`src/rtl/multicycle_datapath.sv`:
```
// multicycle_datapath: multicycle MIPS-subset core sharing one memory port for instructions and data
module multicycle_datapath #(
  parameter int          ADDR_W   = 32,
  parameter logic [31:0] RESET_PC = 32'h0000_0000,
  parameter int          CNT_W    = 32
) (
  input  logic              clk,
  input  logic              reset,
  output logic              mem_req,
  output logic              mem_we,
  output logic [ADDR_W-1:0] mem_addr,
  output logic [31:0]       mem_wdata,
  input  logic [31:0]       mem_rdata,
  input  logic              mem_ready,
  output logic [31:0]       pc,
  output logic              halted,
  output logic [CNT_W-1:0]  instr_count
);
  typedef enum logic [3:0] {
    FETCH, DECODE, MEMADR, MEMRD, MEMWB, MEMWR, RTYPE_EX, ALU_WB, ADDI_EX, BRANCH, JUMP, HALT
  } state_t;
  state_t            r_state;
  logic [31:0]       r_pc, r_ir, r_mdr, r_a, r_b, r_alu_out;
  logic              r_halted;
  logic [CNT_W-1:0]  r_count;
  logic [31:0]       r_rf [32];
  logic [5:0]        w_op, w_fn;
  logic [4:0]        w_rs, w_rt, w_rd, w_waddr;
  logic [31:0]       w_imm, w_rs_val, w_rt_val, w_alu, w_diff, w_wdata;
  logic              w_rtype_ok, w_taken, w_rf_we, w_retire;
  state_t            w_dec;
  assign w_op       = r_ir[31:26];
  assign w_fn       = r_ir[5:0];
  assign w_rs       = r_ir[25:21];
  assign w_rt       = r_ir[20:16];
  assign w_rd       = r_ir[15:11];
  assign w_imm      = {{16{r_ir[15]}}, r_ir[15:0]};
  assign w_rs_val   = (w_rs == 5'd0) ? 32'd0 : r_rf[w_rs];
  assign w_rt_val   = (w_rt == 5'd0) ? 32'd0 : r_rf[w_rt];
  assign w_rtype_ok = (w_fn == 6'h20) || (w_fn == 6'h22) || (w_fn == 6'h24) || (w_fn == 6'h25) || (w_fn == 6'h2A);
  assign w_diff     = r_a - r_b;
  assign w_taken    = (w_op == 6'h04) ? (w_diff == 32'd0) : (w_diff != 32'd0);
  assign w_rf_we    = (r_state == MEMWB) || (r_state == ALU_WB);
  assign w_waddr    = (r_state == ALU_WB && w_op == 6'h00) ? w_rd : w_rt;
  assign w_wdata    = (r_state == MEMWB) ? r_mdr : r_alu_out;
  assign w_retire   = (r_state == MEMWB) || (r_state == ALU_WB) || (r_state == BRANCH) ||
                      (r_state == JUMP) || (r_state == MEMWR && mem_ready);
  // R-type ALU result; anything not add/sub/and/or is slt since unsupported functs never reach RTYPE_EX
  always_comb
    w_alu = (w_fn == 6'h20) ? r_a + r_b :
            (w_fn == 6'h22) ? r_a - r_b :
            (w_fn == 6'h24) ? r_a & r_b :
            (w_fn == 6'h25) ? r_a | r_b :
            {31'd0, $signed(r_a) < $signed(r_b)};
  // opcode decode into the next state after DECODE
  always_comb
    w_dec = (w_op == 6'h00) ? (w_rtype_ok ? RTYPE_EX : HALT) :
            (w_op == 6'h23 || w_op == 6'h2B) ? MEMADR :
            (w_op == 6'h04 || w_op == 6'h05) ? BRANCH :
            (w_op == 6'h08) ? ADDI_EX :
            (w_op == 6'h02) ? JUMP : HALT;
  // memory port driven from registered state; reset masks the request so nothing completes while in reset
  assign mem_req     = !reset && (r_state == FETCH || r_state == MEMRD || r_state == MEMWR);
  assign mem_we      = (r_state == MEMWR);
  assign mem_addr    = (r_state == FETCH) ? r_pc[ADDR_W-1:0] : r_alu_out[ADDR_W-1:0];
  assign mem_wdata   = r_b;
  assign pc          = r_pc;
  assign halted      = r_halted;
  assign instr_count = r_count;
  // register file write port; contents survive reset, register 0 is never written
  always_ff @(posedge clk)
    if (!reset && w_rf_we && w_waddr != 5'd0) r_rf[w_waddr] <= w_wdata;
  // control FSM and datapath registers
  always_ff @(posedge clk) begin
    if (reset) begin
      r_state   <= FETCH;
      r_pc      <= RESET_PC;
      r_ir      <= '0;
      r_mdr     <= '0;
      r_a       <= '0;
      r_b       <= '0;
      r_alu_out <= '0;
      r_halted  <= 1'b0;
      r_count   <= '0;
    end else begin
      if (w_retire) r_count <= r_count + CNT_W'(1);
      case (r_state)
        FETCH: if (mem_ready) begin
          r_ir    <= mem_rdata;
          r_pc    <= r_pc + 32'd4;
          r_state <= DECODE;
        end
        DECODE: begin
          r_a       <= w_rs_val;
          r_b       <= w_rt_val;
          r_alu_out <= r_pc + (w_imm << 2);
          r_halted  <= (w_dec == HALT);
          r_state   <= w_dec;
        end
        MEMADR: begin
          r_alu_out <= r_a + w_imm;
          r_state   <= (w_op == 6'h23) ? MEMRD : MEMWR;
        end
        MEMRD: if (mem_ready) begin
          r_mdr   <= mem_rdata;
          r_state <= MEMWB;
        end
        MEMWB: r_state <= FETCH;
        MEMWR: if (mem_ready) r_state <= FETCH;
        RTYPE_EX: begin
          r_alu_out <= w_alu;
          r_state   <= ALU_WB;
        end
        ADDI_EX: begin
          r_alu_out <= r_a + w_imm;
          r_state   <= ALU_WB;
        end
        ALU_WB: r_state <= FETCH;
        BRANCH: begin
          if (w_taken) r_pc <= r_alu_out;
          r_state <= FETCH;
        end
        JUMP: begin
          r_pc    <= {r_pc[31:28], r_ir[25:0], 2'b00};
          r_state <= FETCH;
        end
        HALT: r_state <= HALT;
        default: r_state <= HALT;
      endcase
    end
  end
endmodule

```
`config.mk`:
```
export PLATFORM = sky130hd
export DESIGN_NAME = multicycle_datapath
export DESIGN_NICKNAME = d
export VERILOG_FILES = /design/src/rtl/multicycle_datapath.sv
export SDC_FILE = /design/constraint.sdc
export NUM_CORES = 2
export LEC_CHECK = 0
export ABC_AREA = 0
export BUFFER_PORTS_ARGS = -buffer_cell sky130_fd_sc_hd__buf_2
export CAP_MARGIN = 20
export CORE_ASPECT_RATIO = 1.25
export CORE_MARGIN = 8
export CORE_UTILIZATION = 34
export DETAILED_ROUTE_END_ITERATION = 16
export SETUP_SLACK_MARGIN = 0.5
export SLEW_MARGIN = 20
export SYNTH_ARGS = -nofsm -noshare
export SYNTH_HDL_FRONTEND = slang
export SYNTH_SLANG_ARGS = --single-unit
```
`constraint.sdc`:
```
create_clock -name clk -period 11.2 [get_ports clk]
set_input_delay 0.56 -clock clk [delete_from_list [all_inputs] [get_ports clk]]
set_output_delay 0.56 -clock clk [all_outputs]
set_load 0.02 [all_outputs]
```
Word-level counts from Yosys, hierarchy flattened --
Memory sizes are Yosys's and may differ from the RTL's. A register that Yosys moved wholly into a read port is not among the register bits. Cells that the tools add are included.
Cells by class: add/subtract/negate cells 6, magnitude comparators 1, equal/unequal tests 26, multiplexer cells 31, bitwise operators 3, reductions and logical operators 36
Operator list (count):
- $mux W32 | 10
- $pmux W32 S3 | 2
- $add A32 B32 Y32 | 3
- $eq A6 B6 Y1 const B | 7
- $add A32 B1 Y32 const B | 1
- $add A32 B3 Y32 const B | 1
- $and A32 B32 Y32 | 1
- $logic_not A32 Y1 | 1
- $lt A32 B32 Y1 | 1
- $or A32 B32 Y32 | 1
- $reduce_bool A32 Y1 | 1
- $sub A32 B32 Y32 | 1
- $pmux W4 S7 | 1
- $mux W5 | 5
- $mux W4 | 6
- $eq A4 B3 Y1 const B | 4
- $eq A4 B4 Y1 const B | 4
- $eq A6 B3 Y1 const B | 2
- $logic_or A1 B1 Y1 | 12
- $logic_not A5 Y1 | 2
- $eq A4 B2 Y1 const B | 2
- $eq A6 B2 Y1 const B | 1
- $eq A6 B4 Y1 const B | 1
- $logic_not A6 Y1 | 1
- other kinds (18) | 32
Storage, ports and cells: bits in registers 229, bits in writable memories 1024, input bits 35, output and inout bits 131, word-level logic and storage cells 114, memories 1
Memory list:
- r_rf | depth 32, width 32, rd ports 2, clocked after memory_dff 2, wr ports 1, line 26 | logic [31:0] r_rf [32];

Longest topological paths before layout --
depth in word-level cells 8, depth in mapped cells 17, gate-level depth less buffers 16

Worst setup path before layout --
Ideal clock, no wire load.
path type register to register, start point register r_b[0], in the netlist mem_wdata[0], end point register r_pc[24], in the netlist pc[24], library setup time 0.132 ns, arrival time 3.844 ns, data required time 11.068 ns, slack 7.224 ns, cell stages (with the launch flop) 17, buffers on the path 1, clock period less this slack 3.976 ns, cells stage by stage dfxtp_1 ha_1 inv_1 fa_1 nor2b_1 o22ai_1 o211ai_1 a2111o_1 a311oi_2 o31ai_1 xor2_1 and4_1 and2_4 o211ai_4 buf_6 mux2i_1 a21oi_1
Between the ends: cells in the longest elaborated chain, start to end 5, elaborated cells between the ends (all ways) 6, classes of those cells 1 x add/sub; 1 x eq/ne; 1 x mux; 3 x reduce/logical
RTL lines:
- start, declared | line 23 | logic [31:0] r_pc, r_ir, r_mdr, r_a, r_b, r_alu_out;
- start signal, assigned | line 95 | r_b <= w_rt_val;
- $sub A32 B32 Y32 (*) | line 41 | assign w_diff = r_a - r_b;
- $reduce_bool A32 Y1 / $logic_not A32 Y1 (equally long branches) | line 42 | assign w_taken = (w_op == 6'h04) ? (w_diff == 32'd0) : (w_diff != 32'd0);
- $mux W1 (*) | line 42
- $ne A2 B2 Y1 (no source line) (*)
- $reduce_and A3 Y1 (no source line) (*)
- end signal, assigned | line 90 | r_pc <= r_pc + 32'd4;
- end signal, assigned | line 120 | if (w_taken) r_pc <= r_alu_out;
- end signal, assigned | line 124 | r_pc <= {r_pc[31:28], r_ir[25:0], 2'b00};
- end, declared | line 23
Mark *: on every way between the ends. The rest lies on a longest branch, timed or not. A chain may end at the register's enable or synchronous reset.

Worst setup path after layout --
start point register r_a[9], end point register r_pc[16], in the netlist pc[16]
Between the ends: cells in the longest elaborated chain, start to end 5, elaborated cells between the ends (all ways) 6, classes of those cells 1 x add/sub; 1 x eq/ne; 1 x mux; 3 x reduce/logical
RTL lines:
- start, declared | line 23
- start signal, assigned | line 94 | r_a <= w_rs_val;
- $sub A32 B32 Y32 (*) | line 41
- $reduce_bool A32 Y1 / $logic_not A32 Y1 (equally long branches) | line 42
- $mux W1 (*) | line 42
- $ne A2 B2 Y1 (no source line) (*)
- $reduce_and A3 Y1 (no source line) (*)
Marked as above.

==> flow_summary.json <==
{
  "slew_headroom_pct": 16.19,
  "yosysTopAreaCellShare_pct": 47.00,
  "wl_um": 218800,
  "finalCritPeriodShare_pct": 48.08,
  "clock_path_buffers": 3,
  "crit_type": "reg2reg",
  "initial_core_util_pct": 34.10,
  "postLayoutSetupSlackWorst_ps": 5815,
  "crit_family": "compound AO/OA/AOI/OAI gates",
  "finClkSkew_ps": 37.11,
  "drive_above_1_share_pct": 26.31,
  "fmax_ghz": 0.1857,
  "p_per_area_nw_per_um2": 208.1,
  "post-route-min-period_ps": 5385,
  "syn_avg_cell_area_um2": 14.64,
  "netlist_instances": 4469,
  "cp-end-kind": "flip-flop",
  "clkSinkCount": 1263,
  "slowest_stage": "nor4_2",
  "fin_hold_ws_ps": 61.17,
  "power_mw": 15.25,
  "ctsHoldBuffers": 0,
  "critical_path.cell_chain": "inv_1 -> ha_1 -> or3b_1 -> a311o_1 -> nor3b_1 -> o31a_1 -> o32a_1 -> mux2i_1 -> nand4_1 -> nor4_2 -> nand4_1 -> o21ai_2 -> a21oi_2 -> o221a_2",
  "dp.cells": 7003,
  "yosys-top-cells-area": "edfxtp_1 47%, mux4_2 22%, dfxtp_1 7.3%",
  "yosys_warnings": 0,
  "die_y_um": 506.5,
  "grt_pass1_wl_um": 311700,
  "route.vias.total": 43099,
  "die_area_um2": 206800,
  "antenna_found_initial": 10,
  "syn-cell-area_um2": 65430,
  "clkLatencyLatePin_ps": 760,
  "synth_area_leader_cell": "edfxtp_1",
  "ys_seq_area_share_pct": 54.31,
  "ys_ff_latch": 1263,
  "crit_buf_inv": 1,
  "yosysUniqueCellTypes": 90,
  "synth_edf_count": 1024,
  "syn_to_final_growth_pct": 12.02,
  "synthArstFlopShare_pct": 0,
  "fin_nets": 4770,
  "pwr-share-comb_pct": 35.5,
  "synth-main-ff-cell": "edfxtp_1",
  "cts_resized": 0,
  "p_int_mw": 9.780,
  "postCtsSetupBuffers": 0,
  "design_area_um2": 73290,
  "htreeDepth": 3,
  "clockRootBuffer": "clkbuf_16",
  "status": "completed",
  "switching_share_pct": 35.88,
  "grt_pass1_vias": 43357,
  "maxCapViolations": 0,
  "crit_path_max_incr_delay_ps": 750,
  "grt_usage_pct": 20.38,
  "core_um2": 191900,
  "grt.overflow.total": 0,
  "crit_path_max_fanout": 17,
  "wl_per_cell_um": 30.32,
  "drtAntennaViolNets": 0,
  "dpl-instance-area_um2": 69520,
  "rsz0062_at_grt": "false",
  "die_w_um": 408.4,
  "slew_violations": 0,
  "setup_viol": 0,
  "synthXorXnorAreaFrac_pct": 1.782,
  "ir_drop_uv": 209.3,
  "cts_tree": "built",
  "power.share.clock_pct": 26.3,
  "synth.mux.area_fraction_pct": 24.39,
  "critPathRequiredTime_ps": 11840,
  "yosysMostFrequentCell": "edfxtp_1",
  "route.detailed.drc": 0,
  "synth_compound_area_share_pct": 7.489,
  "row_count": 180,
  "crit_path_start_kind": "flip-flop",
  "netSwitchingPower_mw": 5.472,
  "hpwl_um": 139400,
  "cts_buffers": 115,
  "worstPathArrival_ps": 6030,
  "gp_congestion": 0.9635,
  "cp_common_cell": "nand4_1",
  "hold_viol_final": 0,
  "fin_util_pct": 38.20,
  "seqPwrFrac_pct": 38.2,
  "synth_top_family_by_area": "multiplexers",
  "fill_cells": 17863,
  "synth-simple-area-share_pct": 6.397,
  "portBuffers": 165,
  "dr.pass1.iters": 6,
  "synth_common_cells": "1024 x edfxtp_1, 640 x mux4_2, 337 x nor2_1",
  "setup_tns_ps": 0,
  "drtIter0Drc": 4667,
  "power.leakage_nw": 23.65,
  "synth_fa_ha_area_share_pct": 3.163,
  "hold_class": "in2reg",
  "clk_pin_slew_ps": 80,
  "place_ws_ps": 5841,
  "worstMarginPinSlew_ps": 1238,
  "viasPerCell": 5.971,
  "grt_max_degree": 119,
  "io_pins": 166,
  "layoutNonFillerInstCount": 7218
}
cells by family (layout without fill, tap and decap cells):
kind of cell | Yosys count | after routing
muxes | 786 | 786
adders and majority gates | 163 | 163
AOI/OAI and AO/OA | 781 | 781
DFF | 1263 | 1263
buffers and inverters | 421 | 588
other | 1 | 35
xor gates and xnor gates | 131 | 131
and+or+nand+nor | 923 | 923
power by group through the flow:
stage          Combinational [mW]  Sequential (mW)  Clock, mW
6_report                     5.41             5.82       4.02
5_1_grt                      5.73             5.83       4.24
4_1_cts                      5.38             5.81       4.08
3_5_place_dp                 5.36             5.92          0
3_3_place_gp                 5.34             5.91          0
2_1_floorplan                3.67             5.72          0
tightest hold or removal path: cells and delay by family:
kind            cells  cell delay (ps)
buf+inv             1              110
simple gates        1               50
compound gates      1               50
final cells by class:
cell class	instances	area (µm²)	share of cell area, %
repair buffers	254	1565	2.136
well taps	2548	3188	4.350
clock buffers	144	3059	4.174
diodes	3	7.507	0.01024
clock inverters	68	699.4	0.9543
multi-input cells	2816	28740	39.22
inverters	122	457.9	0.6248
flip-flops and latches	1263	35570	48.53
sequential cells by signal, summed over array words and instances, names as in the netlist, named ones only:
name	flops
mem_wdata	32
pc	32
r_alu_out	32
r_mdr	32
r_a	32
r_rf	1024
r_state	4
instr_count	32
r_ir	32
halted	1
final timing paths:
check | cells past startpoint | start | to | slack, ps
max reg2reg | 14 | r_a[9]$_SDFFE_PP0P_ | pc[16]$_SDFFE_PP0P_ | 5810
min | 3 | mem_rdata[21] | r_mdr[21]$_SDFFE_PP0P_ | 60
max | 14 | r_a[9]$_SDFFE_PP0P_ | pc[16]$_SDFFE_PP0P_ | 5810
min reg2reg | 2 | r_mdr[5]$_SDFFE_PP0P_ | r_mdr[5]$_SDFFE_PP0P_ | 450
metal layers:
layer	vias to the layer above	GRT usage [%]	wire length, µm
met5	-	0	13
met2	2075	35.16	108600
met3	497	2.946	16210
li1	18026	-	-
met4	2	10.79	13090
met1	22499	24.73	80870
cells in the final DEF, fill, tap and decap left out, types with 32 or more instances in the layout:
| cell type | instances |
|---|---|
| a21o_1 | 38 |
| mux2_2 | 67 |
| o21ai_0 | 137 |
| nor2_1 | 306 |
| ha_1 | 159 |
| mux4_2 | 640 |
| buf_4 | 84 |
| xor2_1 | 48 |
| mux2i_1 | 78 |
| nand2_1 | 265 |
| xnor2_1 | 82 |
| conb_1 | 32 |
| dfxtp_1 | 228 |
| clkbuf_16 | 116 |
| nor3_1 | 51 |
| inv_1 | 122 |
| buf_2 | 164 |
| edfxtp_1 | 1024 |
| a21oi_1 | 313 |
| nand3_1 | 62 |
Note: power is estimated with default switching activity, not from simulation.
